### src/rtl/cpu_types_pkg.sv
// Shared CPU/memory types: RAM handshake state, data word, bus owner.
// Imported by the memory arbiter and its helpers.
package cpu_types_pkg;
  typedef logic [31:0] word_t;

  typedef enum logic [1:0] {
    FREE,
    BUSY,
    ACCESS,
    ERROR
  } ramstate_t;

  typedef enum logic {
    OWN_I,
    OWN_D
  } owner_kind_t;

  typedef struct packed {
    owner_kind_t kind;
    logic        core;
  } owner_t;

  typedef enum logic {
    IDLE,
    OWN
  } arb_state_t;
endpackage

### src/rtl/rr_pick2.sv
// Two-way round-robin pick: req (2b), ptr (favoured core) -> gnt (one-hot).
// The pointer core wins when requesting, otherwise the other core.
module rr_pick2 (
  input  logic [1:0] req,
  input  logic       ptr,
  output logic [1:0] gnt
);
  always_comb begin
    gnt = 2'b00;
    if (req[ptr]) begin
      gnt[ptr] = 1'b1;
    end else if (req[~ptr]) begin
      gnt[~ptr] = 1'b1;
    end
  end
endmodule

### src/rtl/memory_arbiter.sv
// Two-core I/D memory arbiter onto one RAM port; data before instruction
// with starvation guard. Ports: CLK/RST, per-core i*/d* buses, ram* side.
module memory_arbiter
  import cpu_types_pkg::*;
#(
  parameter int STARVE_LIMIT = 4
) (
  input  logic            CLK,
  input  logic            RST,
  input  logic [1:0]      iREN,
  input  word_t [1:0]     iaddr,
  output logic [1:0]      iwait,
  output word_t [1:0]     iload,
  input  logic [1:0]      dREN,
  input  logic [1:0]      dWEN,
  input  word_t [1:0]     daddr,
  input  word_t [1:0]     dstore,
  output logic [1:0]      dwait,
  output word_t [1:0]     dload,
  output word_t           ramaddr,
  output word_t           ramstore,
  output logic            ramREN,
  output logic            ramWEN,
  input  word_t           ramload,
  input  ramstate_t       ramstate
);
  localparam int CW = $clog2(STARVE_LIMIT + 2);
  localparam logic [CW-1:0] LIMIT = CW'(STARVE_LIMIT);

  arb_state_t    state, state_n;
  owner_t        own, own_n;
  logic          iptr, iptr_n;
  logic          dptr, dptr_n;
  logic [CW-1:0] cnt, cnt_n;

  logic [1:0] dreq;
  logic [1:0] ignt, dgnt;
  logic       own_live;
  logic       done;

  assign dreq = dREN | dWEN;

  rr_pick2 u_ipick (
    .req(iREN),
    .ptr(iptr),
    .gnt(ignt)
  );

  rr_pick2 u_dpick (
    .req(dreq),
    .ptr(dptr),
    .gnt(dgnt)
  );

  always_comb begin
    if (own.kind == OWN_D) begin
      own_live = dREN[own.core] | dWEN[own.core];
    end else begin
      own_live = iREN[own.core];
    end
  end

  assign done = (state == OWN) && own_live &&
                (ramstate == ACCESS);

  always_ff @(posedge CLK or posedge RST) begin
    if (RST) begin
      state <= IDLE;
      own   <= '0;
      iptr  <= 1'b0;
      dptr  <= 1'b0;
      cnt   <= '0;
    end else begin
      state <= state_n;
      own   <= own_n;
      iptr  <= iptr_n;
      dptr  <= dptr_n;
      cnt   <= cnt_n;
    end
  end

  always_comb begin
    state_n = state;
    own_n   = own;
    iptr_n  = iptr;
    dptr_n  = dptr;
    cnt_n   = cnt;
    unique case (state)
      IDLE: begin
        priority case (1'b1)
          (cnt == LIMIT) && (|iREN): begin
            state_n   = OWN;
            own_n     = '{kind: OWN_I, core: ignt[1]};
          end
          |dreq: begin
            state_n   = OWN;
            own_n     = '{kind: OWN_D, core: dgnt[1]};
          end
          |iREN: begin
            state_n   = OWN;
            own_n     = '{kind: OWN_I, core: ignt[1]};
          end
          default: ;
        endcase
      end
      OWN: begin
        // a dropped request abandons the slot without side effects
        if (!own_live) begin
          state_n = IDLE;
        end else if (done) begin
          state_n = IDLE;
          if (own.kind == OWN_D) begin
            dptr_n = ~own.core;
            if (!(|iREN)) begin
              cnt_n = '0;
            end else if (cnt != LIMIT) begin
              cnt_n = cnt + 1'b1;
            end
          end else begin
            iptr_n = ~own.core;
            cnt_n  = '0;
          end
        end
      end
      default: state_n = IDLE;
    endcase
  end

  always_comb begin
    ramaddr  = '0;
    ramstore = '0;
    ramREN   = 1'b0;
    ramWEN   = 1'b0;
    iwait    = 2'b11;
    dwait    = 2'b11;
    if (state == OWN) begin
      if (own.kind == OWN_D) begin
        ramaddr  = daddr[own.core];
        ramstore = dstore[own.core];
        ramWEN   = dWEN[own.core];
        // write wins when a core raises both
        ramREN   = dREN[own.core] & ~dWEN[own.core];
        if (done) dwait[own.core] = 1'b0;
      end else begin
        ramaddr = iaddr[own.core];
        ramREN  = iREN[own.core];
        if (done) iwait[own.core] = 1'b0;
      end
    end
  end

  assign iload = {ramload, ramload};
  assign dload = {ramload, ramload};
endmodule

### config.mk
export PLATFORM = sky130hd
export DESIGN_NAME = memory_arbiter
export DESIGN_NICKNAME = d
export VERILOG_FILES = /design/src/rtl/cpu_types_pkg.sv /design/src/rtl/rr_pick2.sv /design/src/rtl/memory_arbiter.sv
export SDC_FILE = /design/constraint.sdc
export NUM_CORES = 1
export LEC_CHECK = 0
export CORE_AREA = 2 2 168 170
export CTS_BUF_LIST = sky130_fd_sc_hd__clkbuf_8
export DETAILED_ROUTE_END_ITERATION = 10
export DIE_AREA = 0 0 170 172
export PLACE_DENSITY_LB_ADDON = 0.05
export REMOVE_ABC_BUFFERS = 1
export SYNTH_ARGS = -nofsm -noshare
export SYNTH_HDL_FRONTEND = slang
export SYNTH_SLANG_ARGS = --single-unit
### constraint.sdc
create_clock -name CLK -period 5.02 [get_ports CLK]
set_input_delay 1.004 -clock CLK [delete_from_list [all_inputs] [get_ports CLK]]
set_output_delay 1.004 -clock CLK [all_outputs]
set_load 0.005 [all_outputs]
### Yosys cells after proc, flatten, opt, wreduce, memory -nomap -nowiden

Cells that the tools add are included.
W data, S select, Z words.

| word-level totals | value |
|---|---|
| flip-flop bits (word level) | 8 |
| input bits | 234 |
| word-level logic and storage cells | 106 |

| cells by class | value |
|---|---|
| add/subtract/negate cells | 1 |
| $lt $le $gt $ge | 10 |
| equal/unequal tests | 4 |
| mux-type cells | 60 |
| bitwise logic cells | 10 |
| reductions and logical operators | 15 |

Operators by type and width:

| cell | count |
|---|---|
| $mux W32 | 10 |
| $mux W1 | 29 |
| $mux W2 | 12 |
| $reduce_and A4 Y1 | 3 |
| $lt A1 B2 Y1 const B | 5 |
| $mux W3 | 3 |
| $logic_and A1 B1 Y1 | 8 |
| $not A1 Y1 | 6 |
| $demux W1 S1 | 5 |
| $ge A1 B1 Y1 const B | 5 |
| $reduce_or A2 Y1 | 2 |
| $add A3 B1 Y3 const B | 1 |
| $eq A3 B3 Y1 const B | 1 |
| $ne A3 B2 Y1 const B | 1 |
| $ne A3 B3 Y1 const B | 1 |
| $reduce_bool A3 Y1 | 1 |
| $eq A2 B2 Y1 const B | 1 |
| $not A2 Y2 | 1 |
| $or A2 B2 Y2 | 1 |
| $pmux W1 S2 | 1 |
| $reduce_and A2 Y1 | 1 |
| $and A1 B1 Y1 | 1 |
| $or A1 B1 Y1 | 1 |

### Longest topological paths before layout

Gate-level depths: netlist of the first run.

| logic depth | value |
|---|---|
| depth in word-level cells | 10 |
| gate-level depth with buffers | 6 |

### Hierarchy

From an unflattened synthesis of the first run, not the netlist that was laid out.

| second synthesis, totals | value |
|---|---|
| cells, all modules | 346 |
| area, all modules | 3,022.9 µm² |

By module, submodules not included:

| module | times used | cells each | area each (µm²) | seq. area each (µm²) |
|---|---|---|---|---|
| memory_arbiter | 1 | 340 | 2,985.4 | 200.2 |
| rr_pick2 | 2 | 3 | 18.8 | 0.0 |

### Worst setup path after synthesis of the first run

No wires, ideal clock.

| path | value |
|---|---|
| kind | in2out |
| start | in ramstate[1] |
| end | out dwait[1] |
| arrival | 1,838 ps |
| setup slack | 2,178 ps |
| stages | 4 |
| path buffers | 0 |
| cell sequence | nor2b_1 > o211ai_4 > nor4_2 > nand2_1 |

| between the ends | value |
|---|---|
| cells in the longest elaborated chain, start to end | 5 |

Ends and longest elaborated chain:

| what | line | source |
|---|---|---|
| start: declaration | memory_arbiter.sv:25 | `input ramstate_t ramstate` |
| $eq A2 B2 Y1 | memory_arbiter.sv:64 | `(ramstate == ACCESS);` |
| $logic_and A1 B1 Y1 | memory_arbiter.sv:63 | `assign done = (state == OWN) && own_live &&` |
| $mux W2 | memory_arbiter.sv:143 | `if (done) dwait[own.core] = 1'b0;` |
| $mux W2 | memory_arbiter.sv:137 | `if (own.kind == OWN_D) begin` |
| $mux W2 | memory_arbiter.sv:136 | `if (state == OWN) begin` |
| end: declaration | memory_arbiter.sv:18 | `output logic [1:0] dwait,` |

Every way passes these cells.

### Worst setup path in the final report of the first run

Ends and elaborated chain as after synthesis.

==> summary.md, run 1 <==
| Metric | Value |
|---|---|
| Seq pwr share | approximately 7.3% |
| Area leader, netlist | buf_4 |
| FMAX | approximately 0.25 GHz |
| Worst slew pin tran | roughly 540 ps |
| Clock Path Buffers | 2 |
| Finished Cell Area | slightly above 0.005 mm² |
| Final wirelength | roughly 18000 µm |
| Routed vias/inst | approximately 3.7 |
| VDD IR max | between 150 and 200 µV |
| Comb pwr share | 88.5% |
| Die area | around 0.029 mm² |
| # setup viols final | 0 |
| Top post-synthesis cells by area | buf_4 32%, mux4_2 24%, mux2i_1 12% |
| Post-cts resize count | 0 |
| Clock buffer count from CTS | 3 |
| Synth unique cells | 32 |
| Clk pin slew, worst setup/hold paths | about 40 ps |
| Synth Instances | 341 |
| Hold WC Path Type | reg2reg |
| First-pass GRT wire length | about 23000 µm |
| Multi-input combinational cell area | about 0.0017 mm² |
| Internal power | between 1 and 1.5 mW |
| Vias in the first global route | between 3k and 4k |
| Arrival time of the worst setup path | around 3000 ps |
| NumNets Final | about 700 |
| Die width | between 150 and 200 µm |
| Max Cap Viol | 0 |
| Slew Limit Fails | 0 |
| Crit-path max FO | 7 |
| Post-route minimum period | slightly above 4000 ps |
| CTS Hold Bufs | 0 |
| Synth top area share | about a third |
| Pin count of the biggest net entering global routing | between 40 and 50 |
| Clock power share | under 10% |
| Final ANT Viol Nets | 0 |
| Core area | about 0.027 mm² |
| Final worst slack | 994.5 ps |
| CP Class | in2out |
| Clock insertion delay at the later pin of the skew report | ~230 ps |
| Clock skew | between 4 and 5 ps |
| Ports | approximately 430 |
| DRC violation count after routing | 0 |
| Placement Cell Area | around 0.0051 mm² |
| # Post-CTS Setup Buffers | 0 |
| Filler cell count | 3068 |
| Worst EP required | approximately 4000 ps |
| Ant diodes | 0 |
| Dpl ws | just over 900 ps |
| Total power | a little under 2 mW |
| Root buf cell | clkbuf_8 |
| Critical path endpoint category | output port |
| Register area | between 200 and 250 µm² |
| Overflow left after global routing | 0 |
| First DRT Iteration DRCs | 89 |
| Htree depth | 1 |
| Avg Cell Area, Syn | approximately 8.9 µm² |
| Final Hold Fails | 0 |
| Avg WL per Cell | 21.73 µm |
| Setup TNS | 0 ps |
| Outcome | completed |
| #FFs+latches synth | 8 |
| Cell area after synthesis | a little over 0.003 mm² |
| PortBufs | 271 |
| P_leak | around 1.9 nW |
| Seq/Total Area, Yosys | around 6.6% |
| Net Switching | around 0.75 mW |
| Vias | slightly above 3k |
| RSZ-0062 raised after global routing | false |
| Row cnt | just over 60 |
| Initial core utilization | 11.02% |
| Area Growth Syn to Fin | 71.32% |
| Total GRT Usage | between 10% and 20% |
| Finished Layout Cells | approximately 820 |
| Initial antenna violation count | 0 |
| GPL Wtd Cong | between 0.6 and 0.7 |
| Die H | approximately 170 µm |
| CP Launch Type | input pin |
| Final Cycle Share | 80.19% |
| Finished Core Util | 18.88% |
| PwrDens | around 380 mW/mm² |
| Placed Instances | a little over 800 |
| DRT Pass-1 Iters | 4 |
| CTS tree | built |
| CTS Sinks | 8 |
| Ratio of cells with drive above 1 in the final layout | 9.746% |
| Hold slack | between 500 and 600 ps |
| Syn. warnings | 0 |
| Max_slew headroom | a little under two thirds |
| Net Sw Frac | 38.30% |
| HPWL Detailed | around 15000 µm |
cells in the final DEF, fill, tap and decap left out, types with 2 or more instances in the layout:
master / instances
mux2i_1: 35
clkbuf_8: 3
buf_4: 4
nand2_1: 5
mux4_2: 32
a21o_1: 2
o21ai_0: 4
nor3b_1: 2
nor2_1: 38
a22o_1: 2
or3_1: 2
inv_1: 10
clkdlybuf4s50_1: 271
a21oi_1: 2
ha_1: 2
and2_1: 32
o31ai_1: 2
o32a_1: 2
mux2_4: 2
dfrtp_1: 6
final timing paths:
kind	slack [ps]	end	cells past startpoint	startpoint
hold reg to reg	530	cnt[1]	1	cnt[1]
hold / removal	530	cnt[1]	1	cnt[1]
setup / recovery	990	dwait[1]	6	ramstate[1]
setup reg to reg	2910	cnt[0]	5	own[0]
max in group asynchronous	3670	own[0]	2	RST
min in group asynchronous	1040	state	2	RST
Yosys cell counts, drive strengths merged:
library cell / count
a21o: 2
a21oi: 2
a22o: 2
a31oi: 1
and2: 32
buf: 144
clkbuf: 5
dfrtp: 8
ha: 2
inv: 9
mux2: 2
mux2i: 35
mux4: 32
nand2: 5
nand2b: 1
nor2: 38
nor2b: 1
nor3: 1
nor3b: 2
nor4: 2
nor4b: 1
o211ai: 1
o21a: 1
o21ai: 4
o221ai: 1
o22ai: 1
o31ai: 2
o32a: 2
or3: 2
worst max-delay path: stages:
cell and delay [ps]:
clkdlybuf4s50_1 440, nor2b_1 290, o211ai_4 190, nor4_2 510
nand2_1 120, clkdlybuf4s50_1 470
area by class of cell:
type / count / share of cell area, %
Clock inverter: 1 / 0.07236
Inverter: 9 / 0.6512
Tap cell: 346 / 8.345
Timing Repair Buffer: 276 / 53.26
Multi-Input combinational cell: 175 / 32.92
Sequential cell: 8 / 3.956
Clock buffer: 3 / 0.7959
routing by layer:
| layer | track usage, % | share of wire, % | vias to the layer above |
|---|---|---|---|
| li1 | - | - | 1310 |
| met1 | 13.00 | 40 | 1387 |
| met2 | 15.67 | 40 | 316 |
| met3 | 9.247 | 19 | 10 |
| met4 | 0.8919 | 0.20 | 6 |
| met5 | 4.870 | 0.82 | - |
kinds of logic (layout without fill, tap and decap cells):
logic type | count (synthesis) | in the layout | share of synthesized area (%)
flops | 8 | 8 | 6.612
compound gates | 19 | 19 | 4.876
fa+ha+maj | 2 | 2 | 0.8263
simple gates | 85 | 85 | 14.34
buf+inv | 158 | 289 | 36.98
mux | 69 | 69 | 36.36
flip-flops by register name, indices dropped and copies added (netlist names):
name,cells
cnt,3
own,2
dptr,1
iptr,1
state,1
power by group through the flow:
stage                     sequential, mW  clock (mW)  combinational (mW)
after global routing               0.148      0.0943                1.92
final                              0.143      0.0839                1.74
after global placement             0.146           0                1.81
after detailed placement           0.143           0                1.81
after floorplan                    0.279           0               0.730
after CTS                          0.143      0.0880                1.82
No activity file was read; power rests on OpenSTA's default activity.
==> inputs of run 2 (changes only) <==
- CORE_AREA: 2 2 168 170 -> 2 2 170 172
- DIE_AREA: 0 0 170 172 -> 0 0 172 174
- clock period: 5.02 -> 3.9 ns (I/O delays scaled with it)
==> summary.md, run 2 (synthesis gave the netlist of run 1 again) <==
| Metric | Value |
|---|---|
| Hold slack | 531.4 ps |
| Initial core utilization | 10.72% |
| Dpl ws | roughly 300 ps |
| DRT Pass-1 Iters | 5 |
| CP Cell Sequence | clkdlybuf4s50_1 > nor2b_1 > o211ai_4 > nor4_2 > nand2b_1 > clkdlybuf4s50_1 |
| Leading cell type in the layout, fill and taps excluded | clkdlybuf4s50_1 |
| CP Class | in2out |
| Ratio of cells with drive above 1 in the final layout | under 10% |
| Slew Limit Fails | 0 |
| FF-to-FF path depth | 4 |
| Crit-path max FO | 7 |
| Max reg flops | 3 |
| Reg with most FFs | cnt |
| PortBufs | 271 |
| Finished Core Util | 18.62% |
| PwrDens | just under 500 mW/mm² |
| Max_slew headroom | a little under two thirds |
| Core area | roughly 0.028 mm² |
| Outcome | completed |
| First-pass GRT wire length | around 24000 µm |
| Most frequent CP cell | clkdlybuf4s50_1 |
| Arrival time of the worst setup path | roughly 2800 ps |
| CTS tree | built |
| Final Hold Fails | 0 |
| R2R Setup Slk | approximately 1900 ps |
| Avg WL per Cell | around 21 µm |
| R2R Path End | cnt[0] |
| First DRT Iteration DRCs | roughly 110 |
| Crit-path slowest cell | nor4_2 |
| Post-cts resize count | 0 |
| Multi-input combinational cell area | about 0.0017 mm² |
| Hold path startpoint | cnt[2] |
| Die width | approximately 170 µm |
| Vias | 3110 |
| VDD IR max | 150.2 µV |
| Root buf cell | clkbuf_8 |
| # Post-CTS Setup Buffers | 0 |
| Post-route minimum period | between 3000 and 4000 ps |
| RR Startpoint | own[0] |
| Vias in the first global route | 3315 |
| NumNets Final | 710 |
| Register area | 205.2 µm² |
| CTS Hold Bufs | 0 |
| Ports | 432 |
| Clk pin slew, worst setup/hold paths | around 40 ps |
| Routed vias/inst | between 3 and 4 |
| # setup viols final | 0 |
| Worst EP required | 3120 ps |
| Total power | 2.555 mW |
| Clock buffer count from CTS | 3 |
| Commonest non-fill, non-tap cells in the layout | 271 x clkdlybuf4s50_1, 38 x nor2_1, 35 x mux2i_1 |
| Final Cycle Share | ~92% |
| Die area | between 0.02 and 0.03 mm² |
| CP Launch Type | input pin |
| Clock insertion delay at the later pin of the skew report | between 200 and 250 ps |
| Hold WC Path Type | reg2reg |
| Max Cap Viol | 0 |
| Final ANT Viol Nets | 0 |
| Htree depth | 1 |
| Critical path endpoint category | output port |
| Clock skew | 9.723 ps |
| Final wirelength | 17710 µm |
| GPL Wtd Cong | between 0.6 and 0.7 |
| Initial antenna violation count | 1 |
| HPWL Detailed | about 15000 µm |
| Max stage delay on crit path | 490 ps |
| Overflow left after global routing | 0 |
| P_leak | roughly 1.9 nW |
| Clock Path Buffers | 2 |
| RSZ-0062 raised after global routing | false |
| Buffer and inverter count on the worst path | 2 |
| Delay-heaviest family, CP | simple AND/OR/NAND/NOR gates |
| Filler cell count | roughly 3.2k |
| Pin count of the biggest net entering global routing | 34 |
| CTS Sinks | 8 |
| Total GRT Usage | a little over a tenth |
| Die H | around 170 µm |
| Hold Path End | cnt[2] |
| Final worst slack | around 320 ps |
| Worst slew pin tran | ~540 ps |
| Row cnt | slightly above 60 |
| DRC violation count after routing | 0 |
| Top flop regs | cnt: 3 flops, own: 2 flops |
| Hold path cells | 1 |
| FMAX | 0.2793 GHz |
| Area Growth Syn to Fin | 73.64% |
## run 2: changes by cell type in the layout (fill, tap and decap cells not counted)
cell and change:
buf_12 +1, diode_2 +1
## run 2: stage by stage
step / cell area, µm² / setup TNS (ps) / cells
final: 5258 / 0 / 858
after global routing: 5255 / 0 / 857
after CTS: 5255 / 0 / 857
after detailed placement: 5210 / 0 / 853
after global placement: 5210 / 0 / 853
after floorplan: 1942 / -10670 / 192
## run 2: area by class of cell
cell class / instances / share of cell area (%)
clock buffer: 3 / 0.7853
inverter: 9 / 0.6426
antenna: 1 / 0.04760
sequential: 8 / 3.903
multi-input combinational: 175 / 32.48
clock inverter: 1 / 0.07139
timing repair buffer: 277 / 52.93
tap: 384 / 9.139
## run 2: report_power, final
part,leakage (nW),switching (mW),total [mW],internal (mW)
registers,0.0933,0.141,0.267,0.126
logic,1.78,0.802,2.18,1.38
clock network,0.0269,0.0376,0.106,0.0686
## run 2: metal layers
| metal | part of all wire, % | GRT usage (%) | vias to the layer above |
|---|---|---|---|
| li1 | - | - | 1314 |
| met1 | 41 | 13.10 | 1485 |
| met2 | 40 | 15.48 | 299 |
| met3 | 19 | 8.925 | 10 |
| met4 | 0.24 | 0.3852 | 2 |
| met5 | 0.36 | 3.679 | - |
## run 2: worst max path at each step
stage | start | to | slack [ps] | cells after the start
floorplan | own[0] | dwait[1] | -480 | 4
global placement | ramstate[1] | dwait[0] | 340 | 6
detailed placement | ramstate[1] | dwait[0] | 290 | 6
CTS | ramstate[1] | dwait[0] | 270 | 6
global route | ramstate[1] | dwait[1] | 140 | 6
finish | ramstate[1] | dwait[0] | 320 | 6
## run 2: worst register-to-register path, stage by stage, from the launching register on
cell,delay (ps)
dfrtp_4,780
nor3_1,170
o21a_1,270
or3_1,400
mux2_4,270
==> inputs of run 3 (changes only) <==
- CORE_AREA: 2 2 170 172 -> 10 10 159 161
- DIE_AREA: 0 0 172 174 -> 0 0 169 171
- RECOVER_POWER: not set -> 50
- SLEW_MARGIN: not set -> 20
==> summary.md, run 3 (synthesis gave the netlist of run 1 again) <==
| Metric | Value |
|---|---|
| Outcome | completed |
| Vias in the first global route | ~3.5k |
| Placed Instances | approximately 760 |
| Clock Path Buffers | 2 |
| Worst slew pin tran | roughly 670 ps |
| RSZ-0062 raised after global routing | false |
| Commonest non-fill, non-tap cells in the layout | 270 x clkdlybuf4s50_1, 38 x nor2_1, 35 x mux2i_1 |
| Total GRT Usage | 12.36% |
| Vias | between 3k and 4k |
| Max reg flops | 3 |
| NumNets Final | 711 |
| PortBufs | roughly 270 |
| Initial core utilization | 13.62% |
| FMAX | 0.2855 GHz |
| Overflow left after global routing | 0 |
| Clock buffer count from CTS | 3 |
| Initial antenna violation count | 2 |
| DRT Pass-1 Iters | 4 |
| Max Cap Viol | 0 |
| Leading cell type in the layout, fill and taps excluded | clkdlybuf4s50_1 |
| R2R Path End | cnt[0] |
| # setup viols final | 0 |
| Final ANT Viol Nets | 0 |
| Crit-path max FO | 7 |
| Clock insertion delay at the later pin of the skew report | between 200 and 250 ps |
| GPL Wtd Cong | around 0.74 |
| Worst EP required | 3120 ps |
| Core area | ~0.022 mm² |
| Area Growth Syn to Fin | 68.84% |
| Hold path cells | 2 |
| Post-cts resize count | 0 |
| Row cnt | 55 |
| CP Launch Type | input pin |
| Hold Path End | dptr |
| Die area | a little under 0.03 mm² |
| Reg with most FFs | cnt |
| Final Hold Fails | 0 |
| Clock skew | 7.714 ps |
| First DRT Iteration DRCs | 121 |
| Pin count of the biggest net entering global routing | 34 |
| Clk pin slew, worst setup/hold paths | around 40 ps |
| DRC violation count after routing | 0 |
| Die H | 171 µm |
| Routed vias/inst | between 3 and 4 |
| # Post-CTS Setup Buffers | 0 |
| Hold WC Path Type | reg2reg |
| FF-to-FF path depth | 5 |
| Avg WL per Cell | about 25 µm |
| Finished Layout Cells | between 700 and 800 |
| Post-route minimum period | between 3000 and 4000 ps |
| CTS Hold Bufs | 0 |
| Critical path endpoint category | output port |
| CP Class | in2out |
| Htree depth | 1 |
| P_leak | roughly 1.9 nW |
| Die width | 169 µm |
| R2R Setup Slk | approximately 1600 ps |
| First-pass GRT wire length | 26510 µm |
| PwrDens | 498.0 mW/mm² |
| Max_slew headroom | between 50% and 60% |
| CTS tree | built |
| Arrival time of the worst setup path | around 2700 ps |
| Final wirelength | around 19000 µm |
| Top flop regs | cnt: 3 flops, own: 2 flops |
| RR Startpoint | own[0] |
| VDD IR max | about 180 µV |
| Hold path startpoint | dptr |
| Final Cycle Share | around nine tenths |
| Slew Limit Fails | 0 |
| Total power | roughly 2.5 mW |
| Ratio of cells with drive above 1 in the final layout | about a tenth |
| HPWL Detailed | ~16000 µm |
| Root buf cell | clkbuf_8 |
| Ports | between 400 and 500 |
| CTS Sinks | 8 |
[run 3: cell type report]
type                            instances  area (µm²)
Multi-Input combinational cell        175        1708
Inverter                                9       33.78
Sequential cell                         8       205.2
Tap cell                              285       356.6
Clock buffer                            3       41.29
Timing Repair Buffer                  278        2765
Fill cell                            2418       17120
Antenna cell                            1       2.502
[run 3: metrics by stage]
stage	setup TNS [ps]	utilization, %	hold slack (ps)	worst slack [ps]	instance area (µm²)
2_1_floorplan	-10670	-	486.6	-483.9	1942
3_3_place_gp	0	22.80	505.9	331.9	5069
3_5_place_dp	0	22.80	516.0	346.6	5069
4_1_cts	0	22.99	528.3	317.6	5110
5_1_grt	0	22.99	561.2	162.8	5110
6_report	0	23.00	521.3	397.4	5112
[run 3: critical path: stages]
cell and delay, ps:
clkdlybuf4s50_1 450, nor2b_1 270, o211ai_4 170, nor4_2 470, nand2_1 110, clkdlybuf4s50_1 460
[run 3: power breakdown]
group	switching, mW	leakage [nW]	total (mW)	internal (mW)
logic	0.800	1.77	2.17	1.37
clock network	0.0372	0.0216	0.105	0.0673
registers	0.150	0.0933	0.276	0.126
total	0.987	1.89	2.55	1.56
[run 3: layer usage]
layer / part of all wire, % / vias up / wire length [µm] / GRT usage (%)
li1: - / 1313 / - / -
met1: 40 / 1389 / 7628 / 14.52
met2: 39 / 293 / 7368 / 16.39
met3: 21 / 8 / 3997 / 11.36
met4: 0.24 / 4 / 46 / 1.126
met5: 0.30 / - / 58 / 3.249
[run 3: how the worst max path moves through the flow]
stage / from / endpoint / depth (start not counted)
global route: ramstate[1] / dwait[1] / 6
floorplan: own[0] / dwait[1] / 4
finish: ramstate[1] / dwait[1] / 6
detailed placement: ramstate[1] / dwait[1] / 6
CTS: ramstate[1] / dwait[1] / 6
global placement: ramstate[1] / dwait[0] / 6
